[config.mk]
export PLATFORM = sky130hd
export DESIGN_NAME = dma_rx
export DESIGN_NICKNAME = d
export VERILOG_FILES = /design/src/rtl/dma_pkg.sv /design/src/rtl/dma_rx.sv
export SDC_FILE = /design/constraint.sdc
export NUM_CORES = 1
export LEC_CHECK = 0
export CORE_AREA = 5 5 51 62
export DETAILED_ROUTE_END_ITERATION = 7
export DIE_AREA = 0 0 56 67
export PLACE_DENSITY = 0.69
export SYNTH_ARGS = -nofsm -noshare
export SYNTH_HDL_FRONTEND = slang
export SYNTH_SLANG_ARGS = --single-unit
[constraint.sdc]
create_clock -name Clk -period 2.7 [get_ports Clk]
set_input_delay 0.81 -clock Clk [delete_from_list [all_inputs] [get_ports Clk]]
set_output_delay 0.81 -clock Clk [all_outputs]
set_load 0.1 [all_outputs]
[src/rtl/dma_pkg.sv]
// Shared DMA definitions: RX controller states and the RAM map
// used by dma_rx, dma_tx and the CPU.
package dma_pkg;

    typedef enum logic [2:0] {
        IDLE,
        REQ,
        POP,
        WRITE,
        FLAG
    } dma_rx_state_t;

    localparam logic [7:0] DMA_RX_BUFFER_MSB = 8'h00;
    localparam logic [7:0] DMA_RX_BUFFER_MID = 8'h01;
    localparam logic [7:0] DMA_RX_BUFFER_LSB = 8'h02;
    localparam logic [7:0] NEW_INST          = 8'h03;

    // True when any byte of an n-byte frame at base lands on flag.
    function automatic bit frame_overlaps(
        input logic [7:0]  base,
        input int unsigned n,
        input logic [7:0]  flag
    );
        for (int unsigned k = 0; k < n; k++) begin
            if (8'(base + k[7:0]) == flag) begin
                return 1'b1;
            end
        end
        return 1'b0;
    endfunction

endpackage

[src/rtl/dma_rx.sv]
// Receive DMA: pops bytes from the UART RX FIFO into RAM and
// writes a completion flag after every full frame.
module dma_rx
    import dma_pkg::*;
#(
    parameter int unsigned FRAME_BYTES   = 3,
    parameter logic [7:0]  BASE_ADDR     = DMA_RX_BUFFER_MSB,
    parameter logic [7:0]  NEW_INST_ADDR = NEW_INST,
    parameter logic [7:0]  NEW_INST_VAL  = 8'hFF
) (
    input  logic       Clk,
    input  logic       Rst_n,
    input  logic       Ena,
    input  logic       RX_Empty,
    input  logic [7:0] RX_Data,
    output logic       Data_Read,
    output logic       Bus_req,
    input  logic       Bus_grant,
    output logic [7:0] Address,
    output logic [7:0] Databus,
    output logic       Cs,
    output logic       Wen,
    output logic       Dma_Ready
);

    localparam int unsigned   IW   = $clog2(FRAME_BYTES);
    localparam logic [IW-1:0] LAST = IW'(FRAME_BYTES - 1);

    if (FRAME_BYTES < 2 || FRAME_BYTES > 8) begin : g_bad_len
        $error("dma_rx: FRAME_BYTES must be 2..8");
    end

    if (frame_overlaps(BASE_ADDR, FRAME_BYTES, NEW_INST_ADDR)) begin : g_overlap
        $error("dma_rx: frame overlaps NEW_INST_ADDR");
    end

    dma_rx_state_t state;
    dma_rx_state_t state_n;

    logic [IW-1:0] idx;
    logic [IW-1:0] idx_n;

    logic       bus_req_n;
    logic       ready_n;
    logic       data_read_n;
    logic       cs_n;
    logic [7:0] addr_n;
    logic       wr_sel;
    logic       wr_sel_n;
    logic       flag_sel;
    logic       flag_sel_n;

    always_comb begin
        state_n     = state;
        idx_n       = idx;
        bus_req_n   = Bus_req;
        ready_n     = Dma_Ready;
        data_read_n = 1'b0;
        cs_n        = 1'b0;
        addr_n      = Address;
        wr_sel_n    = 1'b0;
        flag_sel_n  = 1'b0;

        unique case (state)
            IDLE: begin
                if (Ena && !RX_Empty) begin
                    state_n   = REQ;
                    bus_req_n = 1'b1;
                    ready_n   = 1'b0;
                end
            end
            REQ: begin
                if (Bus_grant) begin
                    if (!RX_Empty) begin
                        state_n     = POP;
                        data_read_n = 1'b1;
                    end else begin
                        state_n   = IDLE;
                        bus_req_n = 1'b0;
                        ready_n   = 1'b1;
                    end
                end
            end
            POP: begin
                state_n  = WRITE;
                cs_n     = 1'b1;
                addr_n   = BASE_ADDR + 8'(idx);
                wr_sel_n = 1'b1;
            end
            WRITE: begin
                if (idx == LAST) begin
                    state_n    = FLAG;
                    idx_n      = '0;
                    cs_n       = 1'b1;
                    addr_n     = NEW_INST_ADDR;
                    flag_sel_n = 1'b1;
                end else begin
                    idx_n = idx + IW'(1);
                    if (!RX_Empty) begin
                        state_n     = POP;
                        data_read_n = 1'b1;
                    end else begin
                        // Partial frame: give the bus back, resume at idx later.
                        state_n   = IDLE;
                        bus_req_n = 1'b0;
                        ready_n   = 1'b1;
                    end
                end
            end
            FLAG: begin
                state_n   = IDLE;
                bus_req_n = 1'b0;
                ready_n   = 1'b1;
            end
            default: begin
                state_n   = IDLE;
                bus_req_n = 1'b0;
                ready_n   = 1'b1;
            end
        endcase
    end

    always_ff @(posedge Clk or negedge Rst_n) begin
        if (!Rst_n) begin
            state     <= IDLE;
            idx       <= '0;
            Bus_req   <= 1'b0;
            Dma_Ready <= 1'b1;
            Data_Read <= 1'b0;
            Cs        <= 1'b0;
            Wen       <= 1'b0;
            Address   <= 8'h00;
            wr_sel    <= 1'b0;
            flag_sel  <= 1'b0;
        end else begin
            state     <= state_n;
            idx       <= idx_n;
            Bus_req   <= bus_req_n;
            Dma_Ready <= ready_n;
            Data_Read <= data_read_n;
            Cs        <= cs_n;
            Wen       <= cs_n;
            Address   <= addr_n;
            wr_sel    <= wr_sel_n;
            flag_sel  <= flag_sel_n;
        end
    end

    // FIFO data is only valid in the WRITE cycle itself, so the byte is
    // steered from the registered FIFO output by a registered select.
    assign Databus = flag_sel ? NEW_INST_VAL :
                     wr_sel   ? RX_Data      : 8'h00;

endmodule
# After elaboration in Yosys (flattened, before gate mapping)

Index checks and enable logic that the tools add are counted.

Multiplexer cells: 28
Eq/ne operators: 8
Bitwise gates (word level): 1
Reductions and logical operators: 7
$add $sub $neg: 1

Operator list:

| operator                                                         | number |
|---|---|
| 8-bit two-way mux                                                | 3 |
| 8-bit case mux with 2 select lines                               | 1 |
| 1-bit two-way mux                                                | 14 |
| 3-bit case mux with 4 select lines                               | 1 |
| 3-bit two-way mux                                                | 3 |
| 2-bit inequality test (second input constant)                    | 4 |
| 1-bit case mux with 4 select lines                               | 2 |
| 3-bit by 2-bit == test with 1-bit output (second input constant) | 2 |
| 2-bit two-way mux                                                | 2 |
| 1-bit case mux with 2 select lines                               | 2 |
| 2-bit AND reduction                                              | 2 |
| 4-bit AND reduction                                              | 1 |
| 3-bit by 1-bit == test with 1-bit output (second input constant) | 1 |
| 3-bit logical NOT                                                | 1 |
| 2-bit by 1-bit adder with 2-bit output (second input constant)   | 1 |
| 2-bit == test (second input constant)                            | 1 |
| 2-bit nonzero test                                               | 1 |
| 1-bit logical AND                                                | 1 |
| 1-bit logical NOT                                                | 1 |
| 1-bit NOT                                                        | 1 |

Input bits: 13
Logic and storage cells: 54
Bits in registers: 19
Output and inout bits: 21

# Logic depth before layout (Yosys ltp)

Gate-level depths: netlist of the first run.

Depth after elaboration: 4
Mapped depth: 5
Depth with buffers taken out: 4

# Least setup slack after synthesis of the first run

No wires, ideal clock.

Path type: in2out
Start point: input port RX_Data[0]
End point: output port Databus[0]
Required time: 1.890 ns
Buffers on the path: 0
Slack: 0.421 ns
Arrival: 1.469 ns
Cell stages on the path: 1
Cells stage by stage: a21o_1

Word-level cells in the longest chain between the ends: 2

RTL lines:

| element           | RTL line      | source |
|---|---|---|
| start, declared   | dma_rx.sv:15  | `input logic [7:0] RX_Data,` |
| 8-bit two-way mux | dma_rx.sv:152 | `wr_sel ? RX_Data : 8'h00;` |
| 8-bit two-way mux | dma_rx.sv:151 | `assign Databus = flag_sel ? NEW_INST_VAL :` |
| end, declared     | dma_rx.sv:20  | `output logic [7:0] Databus,` |

No other way between the ends.

# Worst setup path in the final report of the first run

Start point: input port RX_Data[5]
End point: output port Databus[5]

The elaborated chain is that of the path after synthesis.

==> out/metrics.cfg, run 1 <==
[outcome]
status=finished clean

[clock_tree]
cts_inserted_buffers=3
post_cts_buffers=0
cts_root_buf=clkbuf_4
cts_sinks=13
clk_latency_ps=280
cts_tree=yes
hold_buffers=0
cts_resized=0
clkTransAtPathRegs_ps=70
htreeDepth=1
clk_path_buf_depth=2

[synth]
synthCells=77
ys_top_cells_by_area=dfrtp_1 41%, a21o_1 10%, buf_4 7.3%
async_flop_share=1.000
synth_edf_count=0
synth_top_area_frac=0.4145
netlist_area_um2=724.4
yosysMostFrequentCell=dfrtp_1
synth_common_cells=12 x dfrtp_1, 10 x a21o_1, 7 x buf_4, 7 x nand2_1
yosysTopAreaCell=dfrtp_1
ys_types=28
ys.flop_type=dfrtp_1
avgSynthCellArea_um2=9.408
synth-seq-area-share=0.4508
ys_seq_elements=13
yosysWarnings=0

[timing]
fmax_mhz=411.3
slew_violations=0
period_minus_slack_ps=2431
worst_slew_pin_slew_ps=546.7
fin_tns_setup_ps=0
hold_viol=0
setup_violations=0
slew_headroom=0.6344
fin_skew_ps=2.995
rsz0062_at_grt=false
period_share=0.9004

[global_routing]
grt_first_pass_wirelength_mm=2.684
grt_use_total=0.09209
grt_pass1_vias=615
grt_overflow_total=0
grt_max_degree=14
antenna_found_initial=0

[critical_path]
start_kind=input pin
r2r_cells=4
arrival_ps=1620
path_max_fanout=1
reg2reg_from=state[0]
end_kind=output port
reg2reg_slack_ps=1230
worst_r2r_endpoint=Bus_req
crit_required_ps=1890
setup.worst_path.class=input pin to output port

[floorplanning]
initial_core_util=0.2924
die_width_um=56
fp.coreArea_um2=2477
boundaryPins=34
num_rows=20
dieArea_um2=3752
die_y_um=67

[final_layout]
antenna_cells=0
finalNetCount=115
syn_to_final_growth_pct=46.80
drive_above_1_share=0.2277

[worst_hold_path]
min_to=Address[1]
min_path_cells=2
hp-start=Address[1]
hold_class=flip-flop to flip-flop

[route]
viasPerCell=4.515
wl_per_cell_um=11.87
vias=605
drtIter0Drc=8
drc=0
routed_wl_mm=1.590
ant_nets=0
firstDrtPassIters=2

[job]
drv_cap=0

[placement]
hpwl_mm=1.283
gp_congestion=0.7516
io_buffers=27

## cell usage in the layout (no fill, tap or decap), drive strengths merged
master,Yosys,layout
dfstp,1,1
a21oi,5,5
o21bai,1,1
nor3b,1,1
nand3b,1,1
clkbuf,3,4
nand2b,3,3
nor3,1,1
and3,1,1
conb,1,6
nor4b,1,1
clkdlybuf4s50,0,12
o21ai,3,3
inv,2,2
or3,2,2
nand3,1,1
dfrtp,12,12
o22a,1,1
nor2,4,4
a211oi,2,2
or2b,1,1
and4bb,1,1
nor2b,3,3
buf,9,15
nand2,7,7
a21o,10,10
## flip-flops by register name, indices dropped and copies added (netlist names)
register and count:
Bus_req 1, flag_sel 1, Data_Read 1, Dma_Ready 1, Wen 1, state 3, idx 2, Address 2
wr_sel 1
## per-stage QoR
stage	area [um2]	instances	hold slack, ps	util	setup WS, ps
after floorplan	743.2	82	514.4	-	421.2
after global placement	1037	130	463.0	0.4187	264.2
after detailed placement	1037	130	470.1	0.4187	253.1
after CTS	1064	134	487.8	0.4293	247.7
after global routing	1064	134	506.0	0.4293	228.7
final	1064	134	480.5	0.4293	268.8
## per-layer routing
metal	vias to the layer above	track usage	part of all wire
met5	-	0	0
met4	0	0.08012	0.028
met3	4	0.02132	0.089
met2	27	0.1579	0.53
met1	278	0.09368	0.36
li1	296	-	-
## worst max path at each step
stage                     startpoint         end  slack (ps)
after detailed placement  RX_Data[5]  Databus[5]         250
after global routing      RX_Data[5]  Databus[5]         230
after global placement    RX_Data[5]  Databus[5]         260
final                     RX_Data[5]  Databus[5]         270
after floorplan           RX_Data[0]  Databus[0]         420
after CTS                 RX_Data[5]  Databus[5]         250
## area by class of cell
cell class                 count  area, um2
fill                         242       1414
timing repair buffer          27      332.8
multi-input combinational     55      329.1
sequential                    13      326.6
tap                           33      41.29
clock buffer                   4      26.28
inverter                       2      7.507
## logic make-up (layout without fill, tap and decap cells)
| family | after synthesis | in the layout | synth area share |
|---|---|---|---|
| other cells | 1 | 6 | 0.005176 |
| simple gates | 27 | 27 | 0.2107 |
| flops | 13 | 13 | 0.4508 |
| buf+inv | 14 | 33 | 0.1209 |
| compound gates | 22 | 22 | 0.2124 |
## critical path: stages
cell	delay, ps
clkdlybuf4s50_1	470
a21o_1	160
buf_12	180
Power of run 1 is not shown: default switching activity piles up to over one toggle a cycle in this logic, so the estimate is an artifact.
==> inputs of run 2 (changes only) <==
--- a/config.mk
+++ b/config.mk
@@ -9,6 +9,7 @@
 export DETAILED_ROUTE_END_ITERATION = 7
 export DIE_AREA = 0 0 56 67
 export PLACE_DENSITY = 0.69
+export SLEW_MARGIN = 20
 export SYNTH_ARGS = -nofsm -noshare
 export SYNTH_HDL_FRONTEND = slang
 export SYNTH_SLANG_ARGS = --single-unit
==> results of run 2 <==
Same layout as run 1: the final DEF is identical, and so are final timing and power.
Power of run 2 is left out for the same reason.
==> inputs of run 3 (changes only) <==
--- a/config.mk
+++ b/config.mk
@@ -9,7 +9,6 @@
 export DETAILED_ROUTE_END_ITERATION = 7
 export DIE_AREA = 0 0 56 67
 export PLACE_DENSITY = 0.69
-export SLEW_MARGIN = 20
 export SYNTH_ARGS = -nofsm -noshare
 export SYNTH_HDL_FRONTEND = slang
 export SYNTH_SLANG_ARGS = --single-unit
==> results of run 3 <==
Same layout as run 1: the final DEF is identical, and so are final timing and power.
Power of run 3 is left out for the same reason.
